[src/rtl/csa_pkg.sv]
// Shared sizing helpers for the CSA multi-operand adder: tree depth, output
// width and pipeline stage count as constant functions.
package csa_pkg;

  // Rows left after `lvl` levels of 3:2 reduction starting from n rows.
  function automatic int rows_at(input int n, input int lvl);
    int r;
    r = n;
    for (int i = 0; i < 64; i++) begin
      if ((i < lvl) && (r > 2)) begin
        r = 2 * (r / 3) + (r % 3);
      end
    end
    return r;
  endfunction

  function automatic int csa_levels(input int n);
    int r;
    int l;
    r = n;
    l = 0;
    for (int i = 0; i < 64; i++) begin
      if (r > 2) begin
        r = 2 * (r / 3) + (r % 3);
        l = l + 1;
      end
    end
    return l;
  endfunction

  function automatic int out_width(input int n, input int w);
    return w + $clog2(n);
  endfunction

  function automatic int stage_count(input int n, input int pipe);
    return (csa_levels(n) + pipe - 1) / pipe;
  endfunction

  localparam int OW = out_width(25, 16);
  localparam int AW = OW;

endpackage

[src/rtl/csa_3to2_row.sv]
// One row of WR full adders; carry row is pre-shifted so sum + carry equals
// a + b + c modulo 2^WR.
module csa_3to2_row #(
  parameter int WR = 8
) (
  input  logic [WR-1:0] a_i,
  input  logic [WR-1:0] b_i,
  input  logic [WR-1:0] c_i,
  output logic [WR-1:0] sum_o,
  output logic [WR-1:0] carry_o
);
  logic [WR-1:0] maj_s;

  assign sum_o   = a_i ^ b_i ^ c_i;
  assign maj_s   = (a_i & b_i) | (a_i & c_i) | (b_i & c_i);
  assign carry_o = maj_s << 1;
endmodule

[src/rtl/csa_tree_pipe.sv]
// Pipelined N-operand adder: 3:2 CSA tree with stage registers every PIPE
// levels, a registered final adder and optional accumulation across beats.
module csa_tree_pipe
  import csa_pkg::*;
#(
  parameter int N        = 25,
  parameter int W        = 16,
  parameter int SIGNED   = 0,
  parameter int PIPE     = 2,
  parameter int ACC_EN   = 0,
  parameter int ACC_BITS = 4,
  localparam int OWL = out_width(N, W),
  localparam int AWL = OWL + ((ACC_EN != 0) ? ACC_BITS : 0)
) (
  input  logic           clk,
  input  logic           rst_n,
  input  logic           in_valid,
  output logic           in_ready,
  input  logic [N*W-1:0] in_data,
  input  logic           in_last,
  output logic           out_valid,
  input  logic           out_ready,
  output logic [AWL-1:0] out_data
);
  localparam int L = csa_levels(N);

  logic [OWL-1:0] row_s [0:L][0:N-1];
  logic           vld_s [0:L];
  logic           lst_s [0:L];
  logic           en_s;
  logic [OWL-1:0] tree_sum_s;
  logic [AWL-1:0] tree_ext_s;
  logic [AWL-1:0] acc_sum_s;
  logic [AWL-1:0] acc_q;
  logic [AWL-1:0] out_data_q;
  logic           out_valid_q;

  // Global stall: the whole pipe freezes while a result waits downstream.
  assign en_s     = !out_valid_q || out_ready;
  assign in_ready = en_s;
  assign vld_s[0] = in_valid;
  assign lst_s[0] = in_last;

  for (genvar k = 0; k < N; k++) begin : g_ext
    if (SIGNED != 0) begin : g_s
      assign row_s[0][k] = {{(OWL-W){in_data[k*W+W-1]}}, in_data[k*W +: W]};
    end else begin : g_u
      assign row_s[0][k] = {{(OWL-W){1'b0}}, in_data[k*W +: W]};
    end
  end

  for (genvar l = 0; l < L; l++) begin : g_lvl
    localparam int RI = rows_at(N, l);
    localparam int RO = rows_at(N, l + 1);
    localparam int G  = RI / 3;
    logic [OWL-1:0] nx_s [0:N-1];

    for (genvar g = 0; g < G; g++) begin : g_csa
      csa_3to2_row #(.WR(OWL)) u_row (
        .a_i    (row_s[l][3*g]),
        .b_i    (row_s[l][3*g+1]),
        .c_i    (row_s[l][3*g+2]),
        .sum_o  (nx_s[2*g]),
        .carry_o(nx_s[2*g+1])
      );
    end
    for (genvar j = 0; j < RI - 3*G; j++) begin : g_pass
      assign nx_s[2*G+j] = row_s[l][3*G+j];
    end
    for (genvar j = RO; j < N; j++) begin : g_zero
      assign nx_s[j] = '0;
    end

    if ((((l + 1) % PIPE) == 0) || ((l + 1) == L)) begin : g_reg
      logic [OWL-1:0] row_q [0:N-1];
      logic           vld_q;
      logic           lst_q;

      // Stage register after this level; holds on stall.
      always_ff @(posedge clk or negedge rst_n) begin
        if (!rst_n) begin
          for (int j = 0; j < N; j++) row_q[j] <= '0;
          vld_q <= 1'b0;
          lst_q <= 1'b0;
        end else if (en_s) begin
          for (int j = 0; j < N; j++) row_q[j] <= nx_s[j];
          vld_q <= vld_s[l];
          lst_q <= lst_s[l];
        end
      end
      for (genvar j = 0; j < N; j++) begin : g_out
        assign row_s[l+1][j] = row_q[j];
      end
      assign vld_s[l+1] = vld_q;
      assign lst_s[l+1] = lst_q;
    end else begin : g_comb
      for (genvar j = 0; j < N; j++) begin : g_out
        assign row_s[l+1][j] = nx_s[j];
      end
      assign vld_s[l+1] = vld_s[l];
      assign lst_s[l+1] = lst_s[l];
    end
  end

  assign tree_sum_s = row_s[L][0] + row_s[L][1];

  if (AWL == OWL) begin : g_noext
    assign tree_ext_s = tree_sum_s;
  end else if (SIGNED != 0) begin : g_sext
    assign tree_ext_s = {{(AWL-OWL){tree_sum_s[OWL-1]}}, tree_sum_s};
  end else begin : g_zext
    assign tree_ext_s = {{(AWL-OWL){1'b0}}, tree_sum_s};
  end

  assign acc_sum_s = acc_q + tree_ext_s;

  // Final adder register; the accumulator restarts at zero on a last beat.
  always_ff @(posedge clk or negedge rst_n) begin
    if (!rst_n) begin
      out_valid_q <= 1'b0;
      out_data_q  <= '0;
      acc_q       <= '0;
    end else if (en_s) begin
      out_valid_q <= vld_s[L] && ((ACC_EN == 0) || lst_s[L]);
      if (vld_s[L]) begin
        if (ACC_EN == 0) begin
          out_data_q <= tree_ext_s;
        end else if (lst_s[L]) begin
          out_data_q <= acc_sum_s;
          acc_q      <= '0;
        end else begin
          acc_q <= acc_sum_s;
        end
      end
    end
  end

  assign out_valid = out_valid_q;
  assign out_data  = out_data_q;
endmodule

[config.mk]
export PLATFORM = sky130hd
export DESIGN_NAME = csa_tree_pipe
export DESIGN_NICKNAME = d
export VERILOG_FILES = /design/src/rtl/csa_pkg.sv /design/src/rtl/csa_3to2_row.sv /design/src/rtl/csa_tree_pipe.sv
export SDC_FILE = /design/constraint.sdc
export NUM_CORES = 2
export LEC_CHECK = 0
export CORE_ASPECT_RATIO = 1.2
export CORE_MARGIN = 10
export CORE_UTILIZATION = 51
export CTS_BUF_LIST = sky130_fd_sc_hd__clkbuf_16
export CTS_CLUSTER_DIAMETER = 80
export DETAILED_ROUTE_END_ITERATION = 8
export PLACE_DENSITY = 0.77
export SETUP_SLACK_MARGIN = 0.05
export SLEW_MARGIN = 25
export SYNTH_ARGS = -nofsm -noshare
export SYNTH_HDL_FRONTEND = slang
export SYNTH_HIERARCHICAL = 1
export SYNTH_SLANG_ARGS = --single-unit
[constraint.sdc]
create_clock -name clk -period 2.05 [get_ports clk]
set_input_delay 0.205 -clock clk [delete_from_list [all_inputs] [get_ports clk]]
set_output_delay 0.205 -clock clk [all_outputs]
set_load 0.1 [all_outputs]
; Word-level counts from Yosys, hierarchy flattened
; Cells that the tools add are included.
[op_classes]
reduce_logical = 3
n_mul = 0
n_shift = 0
addsub = 1
n_mux = 0
bitwise_logic = 161
div = 0
n_lt_le_gt_ge = 0
eq_ne = 0
[op_table]
columns = operator, n
row1 = AND 20 bit, 43
row2 = OR 20 bit, 39
row3 = XOR 21 bit, 21
row4 = AND 16 bit, 24
row5 = XOR 16 bit, 16
row6 = OR 20 x 16 -> 20 bit, 7
row7 = XOR 21 x 16 -> 21 bit, 6
row8 = XOR 16 x 21 -> 21 bit, 3
row9 = AND 20 x 16 -> 20 bit, 2
row10 = adder 21 bit, 1
row11 = AND reduction 2 bit, 1
row12 = logical NOT 1 bit, 1
row13 = logical OR 1 bit, 1
[totals]
word_cells = 194
input_bits = 405
output_inout_bits = 23
ram_bits = 0
latchBits = 0
reg_bits = 492
mem_bits_ro = 0
memories = 0

; Logic depth before layout (Yosys ltp)
[logic_depth]
word_depth = 6
mapped_depth = 9

; Hierarchy
; The synthesis kept the hierarchy.
[modules_own_cells]
columns = mod, area_each_um2, instances, cells_each
row1 = csa_tree_pipe, 19871.6, 1, 2264
row2 = csa_3to2_row, 435.4, 23, 23

; Least setup slack after synthesis
; No wires, ideal clock.
[synth_path]
path_type = register -> register
startpoint = reg out_valid_q, in the netlist out_valid
endpoint = reg g_lvl[1].g_reg.row_q[505] (netlist name)
t_arrival_ns = 2.461
setup_slack_ns = -0.481
n_path_buf = 2
t_required_ns = 1.981
stages_incl_launch_ff = 7
path_cell_list = dfrtp_1 -> nor2b_1 -> buf_2 -> inv_2 -> clkbuf_1 -> nand2_1 -> nand2_1
[synth_via]
elab_chain_len = 2
[synth_lines]
columns = item, line_no
row1 = from (decl), csa_tree_pipe.sv:36  ; logic out_valid_q;
row2 = from (signal assigned), csa_tree_pipe.sv:124  ; out_valid_q <= vld_s[L] && ((ACC_EN == 0) || lst_s[L]);
row3 = logical NOT 1 bit, csa_tree_pipe.sv:39  ; assign en_s = !out_valid_q || out_ready;
row4 = logical OR 1 bit, csa_tree_pipe.sv:39
row5 = net in_ready, csa_tree_pipe.sv:18  ; output logic in_ready,
row6 = to (decl), csa_tree_pipe.sv:75  ; logic [OWL-1:0] row_q [0:N-1];
; The timed path passes the listed nets, and every way through them passes these cells.
; A chain may end at the register's enable or synchronous reset.

; Worst setup path in the final report
[layout_path]
startpoint = reg g_lvl[6].g_reg.row_q[504] (netlist name)
endpoint = reg out_data_q[8], in the netlist out_data[8]
[layout_via]
elab_chain_len = 1
[layout_lines]
columns = item, line_no
row1 = from (decl), csa_tree_pipe.sv:75
row2 = adder 21 bit, csa_tree_pipe.sv:105  ; assign tree_sum_s = row_s[L][0] + row_s[L][1];
row3 = to (signal assigned), csa_tree_pipe.sv:127  ; out_data_q <= tree_ext_s;
row4 = to (signal assigned), csa_tree_pipe.sv:129  ; out_data_q <= acc_sum_s;
row5 = to (decl), csa_tree_pipe.sv:35  ; logic [AWL-1:0] out_data_q;
; Every way passes these cells.

==> flow_summary.yaml <==
logic_synthesis:
  synth_edf_count: 0
  muxShareOfSynthArea_pct: 0.06698
  yosysUniqueCellTypes: 59
  synth-simple-area-share_pct: 19.46
  syn_area_per_cell_sq_um: 10.70
  postSynthCellCount: 2793
  synth_top_family_by_area: "adder cells"
  synth_xor_area_share_pct: 2.181
  synthAdderAreaFrac_pct: 31.72
  yosysWarnings: 6
  async_flop_share_pct: 100.0
  yosysSeqAreaShare_pct: 42.20
  ys.flop_type: "dfrtp_1"
  synth-compound-area-share_pct: 1.804
  synth_seq_cells: 504
  syn_area_sq_um: 29890
floorplan:
  initial_core_util_pct: 51.30
  die_h_um: 285.2
  ios: 428
  row_count: 97
  die-area_sq_um: 68720
  die_w_um: 241.0
  core_sq_um: 58260
power:
  powerDensity_nw_per_um2: 1564
  p_sw_share_pct: 43.17
  leakage_nw: 18.30
  power.total_mw: 58.75
  vdd_drop_max_v: 0.0008456
  combPwrFrac_pct: 52.2
  power_frac_clock_pct: 15.4
  p_sw_mw: 25.36
  pwr-share-seq_pct: 32.4
  internal_power_mw: 33.39
sta:
  final.min_clock_period_ps: 2131
  drv_slew: 0
  fin_crit_sh_pct: 104.0
  hold_violations: 0
  setup_tns_ps: -329.9
  whs_ps: 125.0
  worst_slack_ps: -81.06
  setup_viol: 7
  tightest_slew_ps: 584.5
  grt_setup_unrepaired: "true"
  max_slew_margin_pct: 61.03
  fmax_mhz: 469.3
  finClkSkew_ps: 25.66
setup_path:
  crit_path_max_incr_delay_ps: 390
  worstPathArrival_ps: 2620
  crit_type: "register to register"
  worst_setup_path_end_kind: "register"
  cp-start-kind: "register"
  cp_max_fo: 2
  cpMaxStageDelayCell: "dfrtp_1"
  worstRegToRegCells: 9
  cp_cell_sequence: "ha_2 -> fa_2 -> a21oi_2 -> buf_4 -> o21ai_1 -> a211o_1 -> a31oi_1 -> xnor2_1 -> o21ai_0"
  cp_data_required_time_ps: 2540
detailed_routing:
  viasPerCell: 4.941
  wl_per_cell_um: 18.68
  final_antenna_net_count: 0
  drtPass1Iterations: 7
  drc_errors: 0
  routed_wl_mm: 76.90
  first_iter_violations: 1470
  num_vias: 20340
finish:
  layout-drive-gt1-share_pct: 6.194
  utilization_pct: 64.47
  layout.cells.most_common_list: "1478 x nand2_1, 503 x dfrtp_1, 460 x fa_1"
  design_area_sq_um: 37560
  mostFrequentLayoutCell: "nand2_1"
  nFillCells: 4492
  num-nets-final: 4221
  area_delta_synth_final_pct: 25.67
  fin_cells: 4117
status:
  status: "complete, but fails checks"
  violations: "setup timing"
place:
  pre_cts_ws_ps: -74.77
  hpwlAfterDp_mm: 61.47
  portBuffers: 426
  place_congestion: 0.8559
  dp.cells: 4010
  placed_area_sq_um: 35680
clocking:
  root_buffer: "clkbuf_16"
  clk_pin_slew_ps: 60
  htreeDepth: 2
  clk_latency_ps: 620
  clockBufferDepth: 3
  clock-sinks: 504
  cts_made_buffers: 53
  cts_tree: "yes"
worst_hold_path:
  hold_path_depth: 3
  hp-class: "input port to register"
flow_run:
  cap_violations: 0
grt:
  grt_antenna_before_repair: 1
  grt_pass1_wl_mm: 122.7
  gr-total-overflow: 0
  track_usage_pct: 23.23
  grt_max_degree: 99
  grt_pass1_vias: 22720
repair_timing:
| item | in CTS | in global routing |
|---|---|---|
| endpoints found under the setup margin | 11 | 17 |
| hold endpoints to repair | 143 | 0 |
| pin swaps | 12 | 11 |
| setup buffers | 4 | 7 |
| gates resized for setup | 10 | 19 |
| hold buffers | 1 | 0 |
kinds of logic (layout without fill, tap and decap cells):
logic type	after synthesis	after routing
AND/OR/NAND/NOR	1524	1524
flip-flops	504	504
adder cells (fa/ha/maj)	481	481
buffers and inverters	148	605
AO/OA/AOI/OAI	75	75
XOR/XNOR	35	35
other	24	149
multiplexers	2	2
state kept, by name, summed over array words and instances (netlist names):
signal	count
g_lvl.g_reg.row_q	478
g_lvl.g_reg.vld_q	4
out_data	21
out_valid	1
power groups by stage:
stage	clock [mW]	combinational (mW)	sequential [mW]
floorplan	0	19.4	19.4
global placement	0	28.9	19.0
detailed placement	0	30.0	19.2
CTS	9.23	30.6	19.1
global route	9.67	35.0	19.6
finish	9.07	30.7	19.0
critical path, delay by kind of cell (launching register included):
| family | cells | cell delay [ps] |
|---|---|---|
| AO/OA/AOI/OAI | 5 | 800 |
| XOR/XNOR | 1 | 130 |
| buffers and inverters | 1 | 130 |
| adder cells (fa/ha/maj) | 2 | 560 |
| flip-flops | 1 | 390 |
cells in the mapped netlist, drive strengths merged, types with 3 or more instances:
cell    instances  area, sq um
o31ai           7        62.56
dfrtp         504        12610
nand2b          3        18.77
o21a            4        30.03
nand3           8        40.04
nand4           5        31.28
and2            4        26.28
nand2        1479         5554
nor3            3        15.01
a21o            4        30.03
and4            4        35.03
o21ai          19        95.09
xor2            4        35.03
buf            28        197.7
ha             20        250.2
conb           24        90.09
inv             9        33.78
xnor2           8        70.07
a211oi          3        27.52
clkbuf        111        446.7
nor2            9        33.78
a21boi          3        22.52
a21oi          17        100.1
fa            461         9229
xor3           23        546.8
routing by layer:
metal	wire [um]	global-route usage [%]	part of all wire (%)	vias up
met1	28580	27.52	37	10280
met4	2569	7.852	3.3	0
met2	41910	41.99	54	493
li1	-	-	-	9446
met5	0	0	0	-
met3	3840	3.783	5.0	125
final cells by class:
cell class | instances | area [sq um] | area share (%)
multi-input combinational | 2265 | 17230 | 45.88
sequential | 504 | 12610 | 33.58
timing repair buffer | 502 | 5129 | 13.66
clock buffer | 54 | 1351 | 3.598
tap | 742 | 928.4 | 2.472
clock inverter | 40 | 260.3 | 0.6929
inverter | 9 | 41.29 | 0.1099
antenna | 1 | 2.502 | 0.006663
final timing paths:
check                                                       from                                     to  slack, ps
min in group asynchronous                                  rst_n  g_lvl[1].g_reg.row_q[504]$_DFFE_PN0N_        130
min                                                 in_data[391]  g_lvl[1].g_reg.row_q[280]$_DFFE_PN0N_        120
min reg2reg                     g_lvl[3].g_reg.vld_q$_DFFE_PN0N_       g_lvl[3].g_reg.vld_q$_DFFE_PN0N_        470
max reg2reg                g_lvl[6].g_reg.row_q[504]$_DFFE_PN0N_                out_data[8]$_DFFE_PN0P_        -80
max in group asynchronous                                  rst_n  g_lvl[3].g_reg.row_q[509]$_DFFE_PN0N_       1090
max                        g_lvl[6].g_reg.row_q[504]$_DFFE_PN0N_                out_data[8]$_DFFE_PN0P_        -80
(Power assumes the default switching activity.)
